[src/rtl/fetch_seq_if.sv]
// Instruction-memory fetch bus between the sequencer and the instruction store.
// The sequencer drives request/address; the memory returns a byte plus a valid strobe.
interface fetch_seq_if;
   logic        imem_req;
   logic [15:0] imem_addr;
   logic [7:0]  imem_data;
   logic        imem_valid;

   modport master (
      output imem_req,
      output imem_addr,
      input  imem_data,
      input  imem_valid
   );

   modport slave (
      input  imem_req,
      input  imem_addr,
      output imem_data,
      output imem_valid
   );
endinterface

[src/rtl/fetch_seq.sv]
// Fetch/execute sequencer: fetches one instruction byte, then commits it in one
// (EXEC0) or two (EXEC0 + EXEC1, waiting on data memory) states.
module fetch_seq (
   input  logic               clk,
   input  logic               rst_n,
   fetch_seq_if.master        imem,
   input  logic               mem_ready,
   input  logic               MC,
   input  logic               J,
   input  logic               LJ,
   input  logic               LJR,
   input  logic               WC,
   input  logic               alu_carry,
   input  logic [15:0]        jaddr,
   output logic [7:0]         inst,
   output logic               cycle,
   output logic               carry,
   output logic [15:0]        link,
   output logic [15:0]        pc
);

   typedef enum logic [1:0] {
      FETCH = 2'd0,
      EXEC0 = 2'd1,
      EXEC1 = 2'd2
   } state_t;

   state_t      r_state;
   logic [15:0] r_pc;
   logic [7:0]  r_inst;
   logic        r_carry;
   logic [15:0] r_link;
   logic        r_cycle;
   logic        r_imemReq;

   logic [15:0] w_pcInc;

   // The increment silently wraps at 16 bits; no overflow flag is kept.
   assign w_pcInc = r_pc + 16'd1;

   // imem_req and cycle are registered alongside the state so they always
   // reflect the state being entered, including the reset state (FETCH).
   always_ff @(posedge clk or negedge rst_n) begin
      if (!rst_n) begin
         r_state   <= FETCH;
         r_pc      <= 16'h0000;
         r_inst    <= 8'h00;
         r_carry   <= 1'b0;
         r_link    <= 16'h0000;
         r_cycle   <= 1'b0;
         r_imemReq <= 1'b1;
      end else begin
         case (r_state)
            FETCH: begin
               if (imem.imem_valid) begin
                  r_inst    <= imem.imem_data;
                  r_pc      <= w_pcInc;
                  r_state   <= EXEC0;
                  r_imemReq <= 1'b0;
                  r_cycle   <= 1'b0;
               end
            end

            EXEC0: begin
               if (MC) begin
                  r_state <= EXEC1;
                  r_cycle <= 1'b1;
               end else begin
                  if (WC) begin
                     r_carry <= alu_carry;
                  end
                  // pc already points at the next instruction, which is the return address.
                  if (LJ) begin
                     r_pc <= jaddr;
                     if (LJR) begin
                        r_link <= r_pc;
                     end
                  end
                  r_state   <= FETCH;
                  r_imemReq <= 1'b1;
                  r_cycle   <= 1'b0;
               end
            end

            EXEC1: begin
               if (mem_ready) begin
                  if (J) begin
                     r_pc <= jaddr;
                  end
                  if (WC) begin
                     r_carry <= alu_carry;
                  end
                  r_state   <= FETCH;
                  r_imemReq <= 1'b1;
                  r_cycle   <= 1'b0;
               end
            end

            default: begin
               r_state   <= FETCH;
               r_imemReq <= 1'b1;
               r_cycle   <= 1'b0;
            end
         endcase
      end
   end

   assign imem.imem_req  = r_imemReq;
   assign imem.imem_addr = r_pc;
   assign inst           = r_inst;
   assign cycle          = r_cycle;
   assign carry          = r_carry;
   assign link           = r_link;
   assign pc             = r_pc;

endmodule
[src/flat_wrapper.sv]
// flat-port wrapper written by rule: the top's interface ports become plain ports
module fetch_seq_flat 
  (clk, rst_n, mem_ready, MC, J, LJ, LJR, WC, alu_carry, jaddr, inst, cycle, carry, link, pc, imem_imem_req, imem_imem_addr, imem_imem_data, imem_imem_valid);
  fetch_seq_if imem_i ();
  input  logic clk;
  input  logic rst_n;
  input  logic mem_ready;
  input  logic MC;
  input  logic J;
  input  logic LJ;
  input  logic LJR;
  input  logic WC;
  input  logic alu_carry;
  input  logic [15:0] jaddr;
  output logic [7:0] inst;
  output logic cycle;
  output logic carry;
  output logic [15:0] link;
  output logic [15:0] pc;
  output wire logic [$bits(imem_i.imem_req)-1:0] imem_imem_req;
  output wire logic [$bits(imem_i.imem_addr)-1:0] imem_imem_addr;
  input wire logic [$bits(imem_i.imem_data)-1:0] imem_imem_data;
  input wire logic [$bits(imem_i.imem_valid)-1:0] imem_imem_valid;
  assign imem_imem_req = imem_i.imem_req;
  assign imem_imem_addr = imem_i.imem_addr;
  assign imem_i.imem_data = imem_imem_data;
  assign imem_i.imem_valid = imem_imem_valid;
  fetch_seq u_core (.clk(clk), .rst_n(rst_n), .imem(imem_i), .mem_ready(mem_ready), .MC(MC), .J(J), .LJ(LJ), .LJR(LJR), .WC(WC), .alu_carry(alu_carry), .jaddr(jaddr), .inst(inst), .cycle(cycle), .carry(carry), .link(link), .pc(pc));
endmodule
[config.mk]
export PLATFORM = sky130hd
export DESIGN_NAME = fetch_seq_flat
export DESIGN_NICKNAME = d
export VERILOG_FILES = /design/src/rtl/fetch_seq_if.sv /design/src/rtl/fetch_seq.sv /design/src/flat_wrapper.sv
export SDC_FILE = /design/constraint.sdc
export NUM_CORES = 1
export LEC_CHECK = 0
export ABC_AREA = 1
export BUFFER_PORTS_ARGS = -buffer_cell sky130_fd_sc_hd__buf_4
export CAP_MARGIN = 10
export CORE_MARGIN = 2
export CORE_UTILIZATION = 49
export DETAILED_ROUTE_END_ITERATION = 16
export PLACE_DENSITY = 0.88
export SKIP_CTS_REPAIR_TIMING = 1
export SLEW_MARGIN = 20
export SYNTH_ARGS = -nofsm -noshare
export SYNTH_HDL_FRONTEND = slang
export SYNTH_SLANG_ARGS = --single-unit
[constraint.sdc]
create_clock -name clk -period 2 [get_ports clk]
set_clock_uncertainty 0.2 [all_clocks]
set_input_delay 0.1 -clock clk [delete_from_list [all_inputs] [get_ports clk]]
set_output_delay 0.1 -clock clk [all_outputs]
set_load 0.02 [all_outputs]
======== Word level (Yosys, flattened, before mapping) ========
Cells that the tools add are included.
word-level totals
  flip-flop bits (word level) ............. 45
  input port bits ......................... 34
  logic and storage cells ................. 46
cells by class
  $add $sub $neg .......................... 1
  equality and inequality tests ........... 7
  muxes and demuxes ....................... 21
  bitwise gates (word level) .............. 1
  reductions and logical operators ........ 9
operator list
  cell                                                 number
  2-to-1 mux 16 bit                                    5
  case mux 16 bit (3 select lines)                     1
  adder 16 x 1 -> 16 bit, second input constant        1
  inequality test 2 bit, second input constant         5
  2-to-1 mux 1 bit                                     8
  2-to-1 mux 2 bit                                     3
  case mux 1 bit (3 select lines)                      2
  case mux 2 bit (3 select lines)                      1
  AND reduction 3 bit                                  2
  AND reduction 6 bit                                  1
  AND reduction 2 bit                                  2
  AND reduction 4 bit                                  1
  nonzero test 3 bit                                   1
  equality test 2 x 1 -> 1 bit, second input constant  1
  equality test 2 bit, second input constant           1
  logical NOT 2 bit                                    1
  case mux 1 bit (2 select lines)                      1
  nonzero test 2 bit                                   1
  NOT 1 bit                                            1

======== Logic depth before layout (Yosys ltp) ========
  depth after elaboration ................. 3
  mapped depth ............................ 10
  gate-level depth less buffers ........... 9

======== Worst setup path after synthesis ========
OpenSTA, ideal clock, no wires.
  path kind ............................... flip-flop to flip-flop
  start point ............................. reg u_core.r_state[0]
  end point ............................... reg u_core.r_pc[3] (netlist: u_core.imem.imem_addr[3])
  arrival ................................. 1.393 ns
  slack ................................... 0.276 ns
  cell stages (with the launch flop) ...... 9
  clock period less this slack ............ 1.724 ns
  cell sequence ........................... dfrtp_1 > inv_1 > ha_1 > buf_4 > inv_1 > buf_2 > nand3_1 > o21ai_0 > a22oi_2
on the way
  cells in the longest elaborated chain, start to end .. 3
  elaborated cells on any way between the ends .. 11
  classes of those cells .................. eq/ne: 7; mux: 1; reduce/logical: 3
ends and longest elaborated chain
  element                                                                RTL line         source
  start, declared                                                        fetch_seq.sv:28  state_t r_state;
  start signal, assigned                                                 fetch_seq.sv:45  r_state <= FETCH;
  start signal, assigned                                                 fetch_seq.sv:58  r_state <= EXEC0;
  start signal, assigned                                                 fetch_seq.sv:66  r_state <= EXEC1;
  equality test 2 x 1 -> 1 bit (tied with other cells)                   fetch_seq.sv:53  case (r_state)
  inequality test 2 bit (no line) or nonzero test 3 bit (tied branches)  --
  AND reduction 6 bit (no line)                                          --
  end signal, assigned                                                   fetch_seq.sv:57  r_pc <= w_pcInc;
  end signal, assigned                                                   fetch_seq.sv:74  r_pc <= jaddr;
  end signal, assigned                                                   fetch_seq.sv:88  r_pc <= jaddr;
  end, declared                                                          fetch_seq.sv:29  logic [15:0] r_pc;
Parallel ways exist; a longest one is shown, timed or not.
A chain may end at the register's enable or synchronous reset.

======== Worst setup path after layout ========
  start point ............................. reg u_core.r_state[0]
  end point ............................... reg u_core.r_pc[4] (netlist: u_core.imem.imem_addr[4])
Same word-level chain as after synthesis.

==> metrics <==
status=finished, violations left; failing checks=negative hold slack; share of the synthesized area in the top cell type=44.5%; Die Span X=75.0 µm; Slew Viols, Final=0; Syn Inst Count=288; DR WL/cell=14.2 µm; required time worst endpoint=2.02 ns; via count=2390; First DRT Iteration DRCs=182; RSZ-0062 raised after global routing=false; main combinational cell family by area after synthesis=simple AND/OR/NAND/NOR gates; f_max=535 MHz; DP HPWL=4510 µm; worst slew pin tran=0.573 ns; top-count cell post-synth=nand2_1; Ports=93; startpoint types=flop; placed cell count=426; Post-Route Utilization=73.3%; Netlist cell types=29; worst r2r path cells=8; site row count=25; total power=6.50 mW; layout cell share with drive strength beyond 1=35.4%; multiplexer share of the synthesized area=5.92%; Power Density=1850 mW/mm²; Adder-Cell Fraction of Synth Area=3.04%; synth top area cells=dfrtp_1 45%, nand2_1 9.3%, mux2_2 5.9%; H-tree levels=2; gp weighted congestion=0.863; Min-Delay Path Class=input port to flop; Max Fanout on Critical Path=16; worst setup path startpoint=u_core.r_state[0]; setup TNS=0 ns; Vias/cell=5.16; DP Worst Slack=0.0887 ns; Initial Util=51.7%; Clock Latency Late Sink=0.30 ns; core area=0.00479 mm²; Pre-antenna DRT Iters=4; vias in the first global route=2162; GRT overflow=0; Pleak=1.76 nW; average size of a mapped cell=8.58 µm²; # DRC=0; headroom to the max-slew limit=61.8%; Die H=75.0 µm; Worst EP arrival=1.89 ns; Post-DRT Antenna Nets=0; CTS sink count=45; Post-Synth XOR/XNOR Area=0.354%; maximum clock insertion buffer count=2; GRT Util Overall=22.9%; Mapped Area=0.00247 mm²; Non-Filler Instances=463; Synth area leader=dfrtp_1; fillers=340; Synth Register Bits=45; Die ar.=0.00563 mm²; Final Cycle Share=93.4%; WHS=-0.00254 ns; CP endpoint kind=flop; Num CTS Buffers=5; CTS Root Cell=clkbuf_8; simple logic cell fraction of the synthesized area=23.2%; Top FF cell, synth=dfrtp_1; Total Nets Final=435; fin crit period=1.87 ns; Max-Cap Viols=0; global-route wire length before repair=9910 µm; worst vdd ir=0.00104 V; top cells by count, synth=61 x nand2_1, 44 x dfrtp_1, 25 x inv_1; Worst Hold Launch=imem_imem_valid; r2r startpoint=u_core.r_state[0]; final hold vios=2; Area Overhead vs Synth=41.9%; PortBufs=92; CTS tree=yes; EDFF count, synth=0; initial antenna violation count=0; worst setup margin=0.132 ns; fraction of registers with async set/reset=100%; clk slew on worst S/H paths=0.08 ns; Antenna Cells=0; pin count of the biggest net entering global routing=46; Ys Warns=0; syn_nets=328; sequential share of the synthesized area=45.6%; total wire length=6560 µm; WHS Path Cells=5; area fraction in compound gates after synthesis=10.6%; type of the worst setup path=flop to flop; # setup viols final=0
## cell usage in the layout, fill, tap and decap left out
cell type,count
buf_4,96
nand2_1,61
dfrtp_1,44
dlygate4sd3_1,27
inv_1,25
o21ai_0,24
nor2_1,23
nand3_1,16
mux2_2,13
a21oi_1,10
nand2_2,8
o21ai_1,8
ha_1,6
nand4_1,5
clkbuf_8,5
nand3_2,3
nor2_2,3
inv_2,2
nor2_4,2
a22oi_2,2
nand3_4,1
nand3b_1,1
o22ai_1,1
xnor2_1,1
o211ai_1,1
a31oi_1,1
a21boi_0,1
clkinv_2,1
clkbuf_1,1
bufinv_16,1
buf_6,1
buf_12,1
dfstp_2,1
## layout make-up
type / count / area (µm²) / share of cell area, %
sequential: 45 / 1130 / 32.1
multi-input combinational: 191 / 1070 / 30.4
timing repair buffer: 125 / 1020 / 29.1
inverter: 27 / 101 / 2.89
tap: 67 / 83.8 / 2.39
clock buffer: 6 / 72.6 / 2.07
clock inverter: 2 / 35.0 / 0.999
## path summary, 6_finish.rpt
path / endpoint / slack (ns)
hold / removal: u_core.imem.imem_req / -0.003
setup / recovery: u_core.imem.imem_addr[4] / 0.13
hold reg to reg: u_core.link[15] / 0.30
max in group asynchronous: u_core.imem.imem_addr[13] / 1.08
setup reg to reg: u_core.imem.imem_addr[4] / 0.13
min in group asynchronous: u_core.carry / 0.13
## worst max-delay path: stages, from the launching register on
cell	delay [ns]
dfrtp_1	0.41
inv_1	0.12
ha_1	0.25
nand2_1	0.08
nand3b_1	0.11
nor2_4	0.19
buf_6	0.19
o21ai_1	0.10
a22oi_2	0.13
## through the flow
| stage | hold slack (ns) | area (µm²) |
|---|---|---|
| finish | -0.00254 | 3510 |
| global route | -0.00336 | 3510 |
| CTS | -0.395 | 3220 |
| detailed placement | -0.0696 | 3110 |
| global placement | -0.0693 | 3110 |
| floorplan | -0.396 | 2470 |
## power breakdown
group	switching, mW	leakage [nW]	internal (mW)
clock network	0.310	0.0552	0.371
logic	2.31	1.17	1.65
registers	0.480	0.541	1.37
total	3.10	1.76	3.40
## flip-flops by register name, summed over array words and instances, names as in the netlist
signal	count
u_core.imem.imem_addr	16
u_core.link	16
u_core.inst	8
u_core.r_state	2
u_core.carry	1
u_core.cycle	1
u_core.imem.imem_req	1
## layer usage
metal | vias up | track usage, % | share of wire (%)
met3 | 13 | 7.23 | 7.9
met1 | 1131 | 31.0 | 41
met5 | - | 0 | 0
met2 | 111 | 35.4 | 49
li1 | 1135 | - | -
met4 | 0 | 6.94 | 1.7
## kinds of logic (layout without fill, tap and decap cells)
family | count (synthesis) | in the layout
mux | 13 | 13
compound gates | 48 | 48
fa+ha+maj | 6 | 6
xor+xnor | 1 | 1
flops | 45 | 45
buf+inv | 52 | 160
simple gates | 123 | 123
(Power assumes the default switching activity.)
